$ cat config.mk
export PLATFORM = sky130hd
export DESIGN_NAME = fp_mult_stream
export DESIGN_NICKNAME = d
export VERILOG_FILES = /design/src/rtl/fp_mult_stream.sv
export SDC_FILE = /design/constraint.sdc
export NUM_CORES = 2
export LEC_CHECK = 0
export ABC_AREA = 1
export CAP_MARGIN = 20
export CORE_ASPECT_RATIO = 1.2
export CORE_MARGIN = 2
export CORE_UTILIZATION = 60
export DETAILED_ROUTE_END_ITERATION = 10
export GPL_TIMING_DRIVEN = 1
export PLACE_DENSITY = 0.82
export SYNTH_ARGS = -nofsm -noshare
export SYNTH_HDL_FRONTEND = slang
export SYNTH_SLANG_ARGS = --single-unit
$ cat constraint.sdc
create_clock -name clk -period 21 [get_ports clk]
set_input_delay 3.15 -clock clk [delete_from_list [all_inputs] [get_ports clk]]
set_output_delay 3.15 -clock clk [all_outputs]
set_load 0.02 [all_outputs]
$ cat src/rtl/fp_mult_stream.sv
// rtl/fp_mult_stream.sv - streaming wrapper with output FIFO around a combinational binary32 multiplier

// fp_mult: combinational IEEE-754 binary32 multiplier.
// rnd: 000 nearest-even, 001 toward zero, 010 toward +inf, 011 toward -inf,
//      100 nearest ties-away, 101 away from zero (110/111 behave as nearest-even).
// status: [0] invalid [1] overflow [2] underflow [3] inexact
//         [4] zero    [5] infinity [6] nan       [7] denormal result
// NaN results are the canonical quiet NaN 0x7FC00000.
module fp_mult (
   input  logic [31:0] a,
   input  logic [31:0] b,
   input  logic [2:0]  rnd,
   output logic [31:0] z,
   output logic [7:0]  status
);
   localparam logic [2:0] RND_NEAR = 3'b000;
   localparam logic [2:0] RND_ZERO = 3'b001;
   localparam logic [2:0] RND_POS  = 3'b010;
   localparam logic [2:0] RND_NEG  = 3'b011;
   localparam logic [2:0] RND_NMM  = 3'b100;
   localparam logic [2:0] RND_AWAY = 3'b101;

   logic               sign;
   logic [7:0]         ea, eb, ea_eff, eb_eff, exp_m1;
   logic [22:0]        fa, fb;
   logic               a_zero, b_zero, a_inf, b_inf, a_nan, b_nan, a_snan, b_snan;
   logic [47:0]        prod, norm, sig, lost_mask;
   logic [5:0]         lz;
   logic signed [10:0] be;
   logic [7:0]         sh;
   logic               tiny, guard, sticky, inc, ovf_inf, inexact;
   logic [31:0]        rounded;

   // Unpack, multiply significands, normalise, round and classify the result
   always_comb begin
      sign   = a[31] ^ b[31];
      ea     = a[30:23];
      eb     = b[30:23];
      fa     = a[22:0];
      fb     = b[22:0];
      a_zero = (ea == 8'd0) && (fa == 23'd0);
      b_zero = (eb == 8'd0) && (fb == 23'd0);
      a_inf  = (ea == 8'hFF) && (fa == 23'd0);
      b_inf  = (eb == 8'hFF) && (fb == 23'd0);
      a_nan  = (ea == 8'hFF) && (fa != 23'd0);
      b_nan  = (eb == 8'hFF) && (fb != 23'd0);
      a_snan = a_nan && !fa[22];
      b_snan = b_nan && !fb[22];
      ea_eff = (ea == 8'd0) ? 8'd1 : ea;
      eb_eff = (eb == 8'd0) ? 8'd1 : eb;

      prod = {24'd0, (ea != 8'd0), fa} * {24'd0, (eb != 8'd0), fb};
      lz = 6'd0;
      for (int i = 0; i < 48; i++) begin
         if (prod[i]) lz = 6'(47 - i);
      end
      norm = prod << lz;

      // Biased exponent of the value 1.xxx * 2^E held in norm with its leading one at bit 47
      be   = 11'(ea_eff) + 11'(eb_eff) - 11'sd126 - 11'(lz);
      tiny = (be < 11'sd1);
      sh   = tiny ? 8'(11'sd1 - be) : 8'd0;

      // Tiny results are denormalised by shifting right; everything shifted out feeds sticky
      lost_mask = (48'd1 << sh) - 48'd1;
      sig       = norm >> sh;
      guard     = sig[23];
      sticky    = (|sig[22:0]) | (|(norm & lost_mask));
      inexact   = guard | sticky;

      case (rnd)
         RND_ZERO: inc = 1'b0;
         RND_POS:  inc = !sign && inexact;
         RND_NEG:  inc = sign && inexact;
         RND_NMM:  inc = guard;
         RND_AWAY: inc = inexact;
         default:  inc = guard && (sticky || sig[24]);
      endcase
      ovf_inf = (rnd == RND_NEAR) || (rnd == RND_NMM) || (rnd == RND_AWAY) ||
                (rnd[2:1] == 2'b11) || ((rnd == RND_POS) && !sign) ||
                ((rnd == RND_NEG) && sign);

      // The hidden bit carries into exponent-1, so a rounding carry propagates naturally
      exp_m1  = tiny ? 8'd0 : 8'(be - 11'sd1);
      rounded = {1'b0, exp_m1, 23'd0} + {8'd0, sig[47:24]} + {31'd0, inc};

      z      = {sign, rounded[30:0]};
      status = 8'd0;
      if (a_nan || b_nan || (a_inf && b_zero) || (a_zero && b_inf)) begin
         z         = 32'h7FC0_0000;
         status[0] = a_snan || b_snan || (a_inf && b_zero) || (a_zero && b_inf);
         status[6] = 1'b1;
      end else if (a_inf || b_inf) begin
         z         = {sign, 8'hFF, 23'd0};
         status[5] = 1'b1;
      end else if (a_zero || b_zero) begin
         z         = {sign, 31'd0};
         status[4] = 1'b1;
      end else if ((be >= 11'sd255) || (rounded[30:23] == 8'hFF)) begin
         z         = ovf_inf ? {sign, 8'hFF, 23'd0} : {sign, 8'hFE, 23'h7F_FFFF};
         status[1] = 1'b1;
         status[3] = 1'b1;
         status[5] = ovf_inf;
      end else begin
         status[2] = tiny && inexact;
         status[3] = inexact;
         status[4] = (rounded[30:0] == 31'd0);
         status[7] = (rounded[30:23] == 8'd0) && (rounded[22:0] != 23'd0);
      end
   end
endmodule

// fp_mult_stream: S1 operand register -> fp_mult -> S2 result register -> output FIFO.
// Input credit counts FIFO entries plus both pipeline stages, so pushes never overflow.
module fp_mult_stream #(
   parameter int DEPTH = 4,
   parameter int TAG_W = 4
) (
   input  logic             clk,
   input  logic             rst,
   input  logic             in_valid,
   output logic             in_ready,
   input  logic [31:0]      in_a,
   input  logic [31:0]      in_b,
   input  logic [2:0]       in_rnd,
   input  logic [TAG_W-1:0] in_tag,
   output logic             out_valid,
   input  logic             out_ready,
   output logic [31:0]      out_z,
   output logic [7:0]       out_status,
   output logic [TAG_W-1:0] out_tag,
   output logic [15:0]      cnt_in,
   output logic [15:0]      cnt_out
);
   localparam int AW = $clog2(DEPTH);
   localparam int EW = 32 + 8 + TAG_W;
   localparam logic [AW+1:0] DEPTH_C = (AW + 2)'(DEPTH);

   logic [31:0]      s1_a, s1_b;
   logic [2:0]       s1_rnd;
   logic [TAG_W-1:0] s1_tag;
   logic             s1_v;
   logic [31:0]      core_z;
   logic [7:0]       core_status;
   logic [EW-1:0]    s2_data;
   logic             s2_v;
   logic [EW-1:0]    mem [DEPTH];
   logic [AW-1:0]    wr_ptr, rd_ptr;
   logic [AW:0]      count;
   logic [AW+1:0]    credit;
   logic             accept, pop;
   logic [EW-1:0]    head;

   fp_mult u_core (
      .a      (s1_a),
      .b      (s1_b),
      .rnd    (s1_rnd),
      .z      (core_z),
      .status (core_status)
   );

   assign credit    = {1'b0, count} + {{(AW + 1){1'b0}}, s1_v} + {{(AW + 1){1'b0}}, s2_v};
   assign in_ready  = !rst && (credit < DEPTH_C);
   assign accept    = in_valid && in_ready;
   assign out_valid = !rst && (count != '0);
   assign pop       = out_valid && out_ready;
   assign head      = mem[rd_ptr];
   assign out_z      = out_valid ? head[EW-1 -: 32] : 32'd0;
   assign out_status = out_valid ? head[TAG_W +: 8] : 8'd0;
   assign out_tag    = out_valid ? head[TAG_W-1:0] : '0;

   // Datapath registers: S1 operands on accept, S2 result every cycle, FIFO write on S2 valid
   always_ff @(posedge clk) begin
      if (accept) begin
         s1_a   <= in_a;
         s1_b   <= in_b;
         s1_rnd <= in_rnd;
         s1_tag <= in_tag;
      end
      s2_data <= {core_z, core_status, s1_tag};
      if (s2_v) mem[wr_ptr] <= s2_data;
   end

   // Control state: stage valids, FIFO pointers/occupancy and operation counters
   always_ff @(posedge clk) begin
      if (rst) begin
         s1_v    <= 1'b0;
         s2_v    <= 1'b0;
         count   <= '0;
         wr_ptr  <= '0;
         rd_ptr  <= '0;
         cnt_in  <= 16'd0;
         cnt_out <= 16'd0;
      end else begin
         s1_v  <= accept;
         s2_v  <= s1_v;
         count <= count + {{AW{1'b0}}, s2_v} - {{AW{1'b0}}, pop};
         if (s2_v)   wr_ptr  <= wr_ptr + 1'b1;
         if (pop)    rd_ptr  <= rd_ptr + 1'b1;
         if (accept) cnt_in  <= cnt_in + 16'd1;
         if (pop)    cnt_out <= cnt_out + 16'd1;
      end
   end
endmodule

# Yosys cells after proc, flatten, opt, wreduce, memory -nomap -nowiden
# Memories as Yosys holds them, arrays and structs flattened. A register that Yosys moved wholly into a read port is not among the register bits.
# Cells that the tools add are included.
# totals
register_bits,156
latch_bits,0
ramBits,176
romBits,0
in_bits,75
out_inout_bits,78
wordCells,184
memories,1
# mem_list
memory,words,width,read_ports,rd_ports_with_merged_regs,write_ports,line,text
mem,4,44,1,1,1,147,logic [EW-1:0] mem [DEPTH];
# op_classes
add_sub_neg,16
n_mul,1
div,0
order_cmp,3
eq_ne,9
shifts,3
muxes,72
bitwise_logic,4
n_reduce_logical,58
# op_table
operator,count
2-to-1 mux 6 bit,48
nonzero test 23 bit,3
2-to-1 mux 31 bit,2
AND 48 bit,1
multiplier 24 x 24 -> 48 bit,1
OR reduction 48 bit,1
left shift 1 x 8 -> 48 bit (first input constant),1
left shift 48 x 6 -> 48 bit,1
right shift 48 x 8 -> 48 bit,1
subtractor 48 x 1 -> 48 bit (second input constant),1
logical NOT 23 bit,2
2-to-1 mux 8 bit,5
adder 16 x 1 -> 16 bit (second input constant),2
2-to-1 mux 32 bit,1
adder 31 x 1 -> 31 bit,1
adder 31 x 24 -> 31 bit,1
logical NOT 31 bit,1
== test 8 bit (second input constant),3
logical NOT 8 bit,3
2-to-1 mux 24 bit,1
2-to-1 mux 23 bit,1
OR reduction 23 bit,1
logical AND 1 bit,21
nonzero test 8 bit,2
30 further kinds,61

# Longest topological paths before layout
# depth
word_depth,67
ltp_mapped,130
mapped_depth_nobuf,125

# Hierarchy
# From an unflattened synthesis, not the netlist that was laid out.
# unflattened
cells_unflattened,5899
hier_area_um2,42988.7
# modules_own_cells
module,n_inst,cells_each,area_per_inst_um2,seq_area_each_um2
fp_mult,1,4933,30874.6,0.0
fp_mult_stream,1,966,12114.1,9158.8

# Worst setup path after synthesis
# Ideal clock, no wire load.
# synth_path
path_type,flip-flop to flip-flop
start,reg s1_b[0]
end,reg s2_data[24]
setup_time_ns,0.113
t_arrival_ns,15.273
required_ns,20.887
slack_ns,5.615
stages_incl_launch_ff,102
n_path_buf,7
synth_period_minus_slack_ns,15.385
path_cell_list,edfxtp_1 clkbuf_1 clkbuf_1 nand2_1 inv_1 fa_1 inv_1 fa_1 fa_1 fa_1 inv_1 fa_1 inv_1 fa_1 fa_1 inv_1 ha_1 nand2_1 [66 not listed] ha_1 ha_1 nand2_1 nor2_1 buf_4 nand3_2 inv_2 nand2_2 nand3_1 nand2_1 nand2_1 nor2_2 nand2_4 nand2_8 nor2_8 buf_6 nand2_1 nand2_2
# synth_via
elab_chain_len,64
word_cells_on_any_way,88
cone_classes,add/sub: 6; mul: 1; order compare: 2; eq/ne: 1; shift: 3; mux: 52; bitwise: 3; reduce/logical: 20
# synth_rtl
element,line,text
"start, declared",139,"logic [31:0] s1_a, s1_b;"
"start signal, assigned",176,s1_b <= in_b;
multiplier 24 x 24 -> 48 bit,52,"prod = {24'd0, (ea != 8'd0), fa} * {24'd0, (eb != 8'd0), fb};"
2-to-1 mux 6 bit (48 in a row),55,if (prod[i]) lz = 6'(47 - i);
subtractor 11 x 6 -> 11 bit,60,be = 11'(ea_eff) + 11'(eb_eff) - 11'sd126 - 11'(lz);
< comparator 11 x 2 -> 1 bit or subtractor 2 x 8 -> 8 bit (tied branches),"61, 62",
2-to-1 mux 8 bit,62,sh = tiny ? 8'(11'sd1 - be) : 8'd0;
left shift 1 x 8 -> 48 bit,65,lost_mask = (48'd1 << sh) - 48'd1;
subtractor 48 x 1 -> 48 bit,65,
AND 48 bit,68,sticky = (|sig[22:0]) | (|(norm & lost_mask));
OR reduction 48 bit,68,
OR 1 bit,68,
OR 1 bit or logical OR 1 bit (tied branches),"69, 77",
logical AND 1 bit (on tied branches),"74, 73, 77",
case mux 1 bit (5 select lines),71,case (rnd)
adder 31 x 1 -> 31 bit,85,"rounded = {1'b0, exp_m1, 23'd0} + {8'd0, sig[47:24]} + {31'd0, inc};"
== test 8 bit,99,end else if ((be >= 11'sd255) || (rounded[30:23] == 8'hFF)) begin
logical OR 1 bit,99,
2-to-1 mux 31 bit,99,
"end signal, assigned",180,"s2_data <= {core_z, core_status, s1_tag};"
"end, declared",145,logic [EW-1:0] s2_data;
# Parallel ways exist; a longest one is shown, timed or not.
# A chain may end at the register's enable or synchronous reset.

# Final worst setup path
# layout_path
start,reg s1_b[27]
end,reg s2_data[16]
# layout_via
elab_chain_len,42
word_cells_on_any_way,69
cone_classes,add/sub: 8; mul: 1; order compare: 2; eq/ne: 2; shift: 3; mux: 30; bitwise: 3; reduce/logical: 20
# layout_rtl
element,line
nonzero test 8 bit,52
multiplier 24 x 24 -> 48 bit,52
2-to-1 mux 6 bit (25 in a row),55
subtractor 11 x 6 -> 11 bit,60
< comparator 11 x 2 -> 1 bit or subtractor 2 x 8 -> 8 bit (tied branches),"61, 62"
2-to-1 mux 8 bit,62
left shift 1 x 8 -> 48 bit,65
subtractor 48 x 1 -> 48 bit,65
[2 not listed],--
OR 1 bit,68
OR 1 bit or logical OR 1 bit (tied branches),"69, 77"
logical AND 1 bit (on tied branches),"74, 73, 77"
case mux 1 bit (5 select lines),71
adder 31 x 1 -> 31 bit,85
== test 8 bit,99
logical OR 1 bit,99
2-to-1 mux 31 bit,99
# Parallel ways exist; a longest one is shown, timed or not.

==> run_results.csv <==
group,metric,value,unit
outcome,status,"finished clean",
finish,final_common_cell,"nand2_1",
floorplan,initial_core_util,60.6,%
timing,final.setup.tns,0,ps
grt,grt_pass1_wl,200000,microns
timing,maxSlewViolCount,0,
floorplan,design.core.area,69800,sq um
setup_path,worst_path_most_repeated_cell,"nand2_1",
drt,avgViaCountPerCell,5.65,
setup_path,cp_slowest_cell,"inv_2",
setup_path,startpoint_type,"flip-flop",
clock_network,cts_resized,0,
grt,antenna_found_initial,0,
drt,drtIter0Drc,4253,
synthesis,synth_ff_type,"edfxtp_1",
worst_hold_path,hp-start,"s1_tag[0]$_DFFE_PP_",
drt,top_layer,"met4",
timing,hold_viol_final,0,
floorplan,die_h,295,microns
timing,setup_violations,0,
placement,port_buffers,152,
timing,fin_crit_sh,91.5,%
timing,rsz0062_at_grt,"no",
finish,seq_area,9160,sq um
placement,routabilityCongestion,1.00,
drt,drc,0,
synthesis,syn_inst,5797,
drt,antenna_left,0,
placement,dp_hpwl,96500,microns
drt,wl_met3,11400,microns
setup_path,cp.required,21500,ps
synthesis,ys_async_sr_fraction,0,%
synthesis,synth-edff-count,247,
floorplan,die-area,72700,sq um
setup_path,cp_slowest_stage_delay,690,ps
finish,fillers,5865,
finish,area_delta_synth_final,7.85,%
synthesis,synth_cell_types,75,
setup_path,cp-startpoint,"s1_b[27]$_DFFE_PP_",
worst_hold_path,hold_class,"flip-flop to flip-flop",
setup_path,endpoint_kind,"flip-flop",
clock_network,clock-sinks,334,
synthesis,synth_seq_cells,334,
setup_path,arrival,19710,ps
drt,met2_length,61000,microns
synthesis,syn-cell-area,42300,sq um
synthesis,syn_avg_cell_area,7.30,sq um
finish,layout.nets,6559,
floorplan,fp.dieW,246,microns
grt,overflow,0,
clock_network,cts.htree.levels,2,
grt,grt_pass1_vias,38000,
floorplan,ioPinCount,153,
drt,vias,38100,
clock_network,cts_setup_buffers,0,
timing,timing.slew.headroom,20.3,%
synthesis,synth_warnings,0,
timing,skew,57.0,ps
drt,wl_per_cell,18.9,microns
finish,drive_gt1_share,4.56,%
finish,diodes,0,
finish,multi_input_area,26900,sq um
clock_network,clk_pin_slew_worst_paths,60,ps
drt,first_pass_iters,6,
timing,worst_pin_slew,1200,ps
clock_network,numCtsBuffers,36,
clock_network,cts_root_buf,"clkbuf_16",
setup_path,worstReg2RegStart,"s1_b[27]$_DFFE_PP_",
grt,track_usage,35.5,%
synthesis,yosysSeqAreaShare,21.6,%
finish,final_util,65.4,%
finish,final_cell_mix,"nand2_1, inv_1, nand3_1",
drt,wirelength,127000,microns
setup_path,worstSetupPathType,"flip-flop to flip-flop",
synthesis,syn-num-nets,6571,
clock_network,cts_tree,"yes",
clock_network,cts_buffer_depth,3,
clock_network,hold_buffers,0,
timing,fin_crit,19210,ps
drt,wl_met1,47800,microns
clock_network,worstSkewPairLatency,610,ps
run,maxCapViolations,0,
floorplan,num_rows,106,
setup_path,path_max_fanout,55,
timing,fmax,0.0521,GHz
grt,grt_max_degree,90,
-- worst max-delay path: cells and delay by family, from the launching register on --
kind | cells | cell delay, ps
flops | 1 | 430
fa+ha+maj | 13 | 5160
compound gates | 15 | 2840
simple gates | 43 | 7640
buf+inv | 14 | 2590
xor+xnor | 2 | 410
-- cell usage after synthesis (24+ instances only) --
library cell / n / area (sq um)
buf_2: 38 / 190
fa_1: 485 / 9710
o21ai_0: 163 / 816
xnor2_1: 39 / 342
dfxtp_1: 87 / 1740
inv_1: 1334 / 5010
nor3_1: 64 / 320
clkbuf_1: 198 / 743
a21oi_1: 142 / 711
xor2_1: 43 / 377
nand4_1: 67 / 419
nand3_1: 582 / 2910
nor4_1: 24 / 150
nor2_1: 463 / 1740
edfxtp_1: 247 / 7420
nand2_1: 1335 / 5010
nand2_2: 38 / 238
ha_1: 214 / 2680
-- final timing paths --
path,to,slack [ps],cells after the start
worst max-delay path,s2_data[16]$_SDFF_PP0_,1790,87
worst min register to register,s2_data[0]$_DFF_P_,350,0
worst max register to register,s2_data[16]$_SDFF_PP0_,1790,87
worst min-delay path,s2_data[0]$_DFF_P_,350,0
-- cells by family after synthesis --
group	Yosys count	synth area share, %
xor gates and xnor gates	85	1.84
and+or+nand+nor	2637	26.8
buffers and inverters	1636	14.8
DFF	334	21.6
AOI/OAI and AO/OA	406	5.60
adders and majority gates	699	29.3
-- layout make-up --
cell class / count / share of cell area (%)
tap: 918 / 2.52
inverter: 1362 / 11.2
clock buffer: 51 / 2.16
timing repair buffer: 224 / 4.67
clock inverter: 15 / 0.362
multi-input combinational: 3827 / 59.0
sequential: 334 / 20.1
-- sequential cells by signal (all words and copies together), names as in the netlist, 4 cells and up, named ones only --
| name | cells |
|---|---|
| s1_tag | 4 |
| s1_a | 32 |
| cnt_out | 16 |
| s1_b | 32 |
| cnt_in | 16 |
| mem | 176 |
| s2_data | 44 |
-- through the flow --
| stage | instance area (sq um) | setup slack (ps) | instances | hold WS, ps |
|---|---|---|---|---|
| finish | 45600 | 1790 | 6731 | 347 |
| global route | 45600 | 397 | 6731 | 354 |
| CTS | 45500 | 2210 | 6726 | 347 |
| detailed placement | 44400 | 2270 | 6660 | 327 |
| global placement | 44400 | 2580 | 6659 | 324 |
| floorplan | 42300 | 5610 | 5797 | 323 |
-- layer usage --
metal	GRT usage, %	up-vias
met5	0	-
met4	17.1	0
met3	5.09	421
met2	60.0	1936
met1	44.6	18100
li1	-	17600
Power is left out: the tool's default activity adds up to more than one toggle a clock period on the data nets, which glitch-free logic cannot reach.
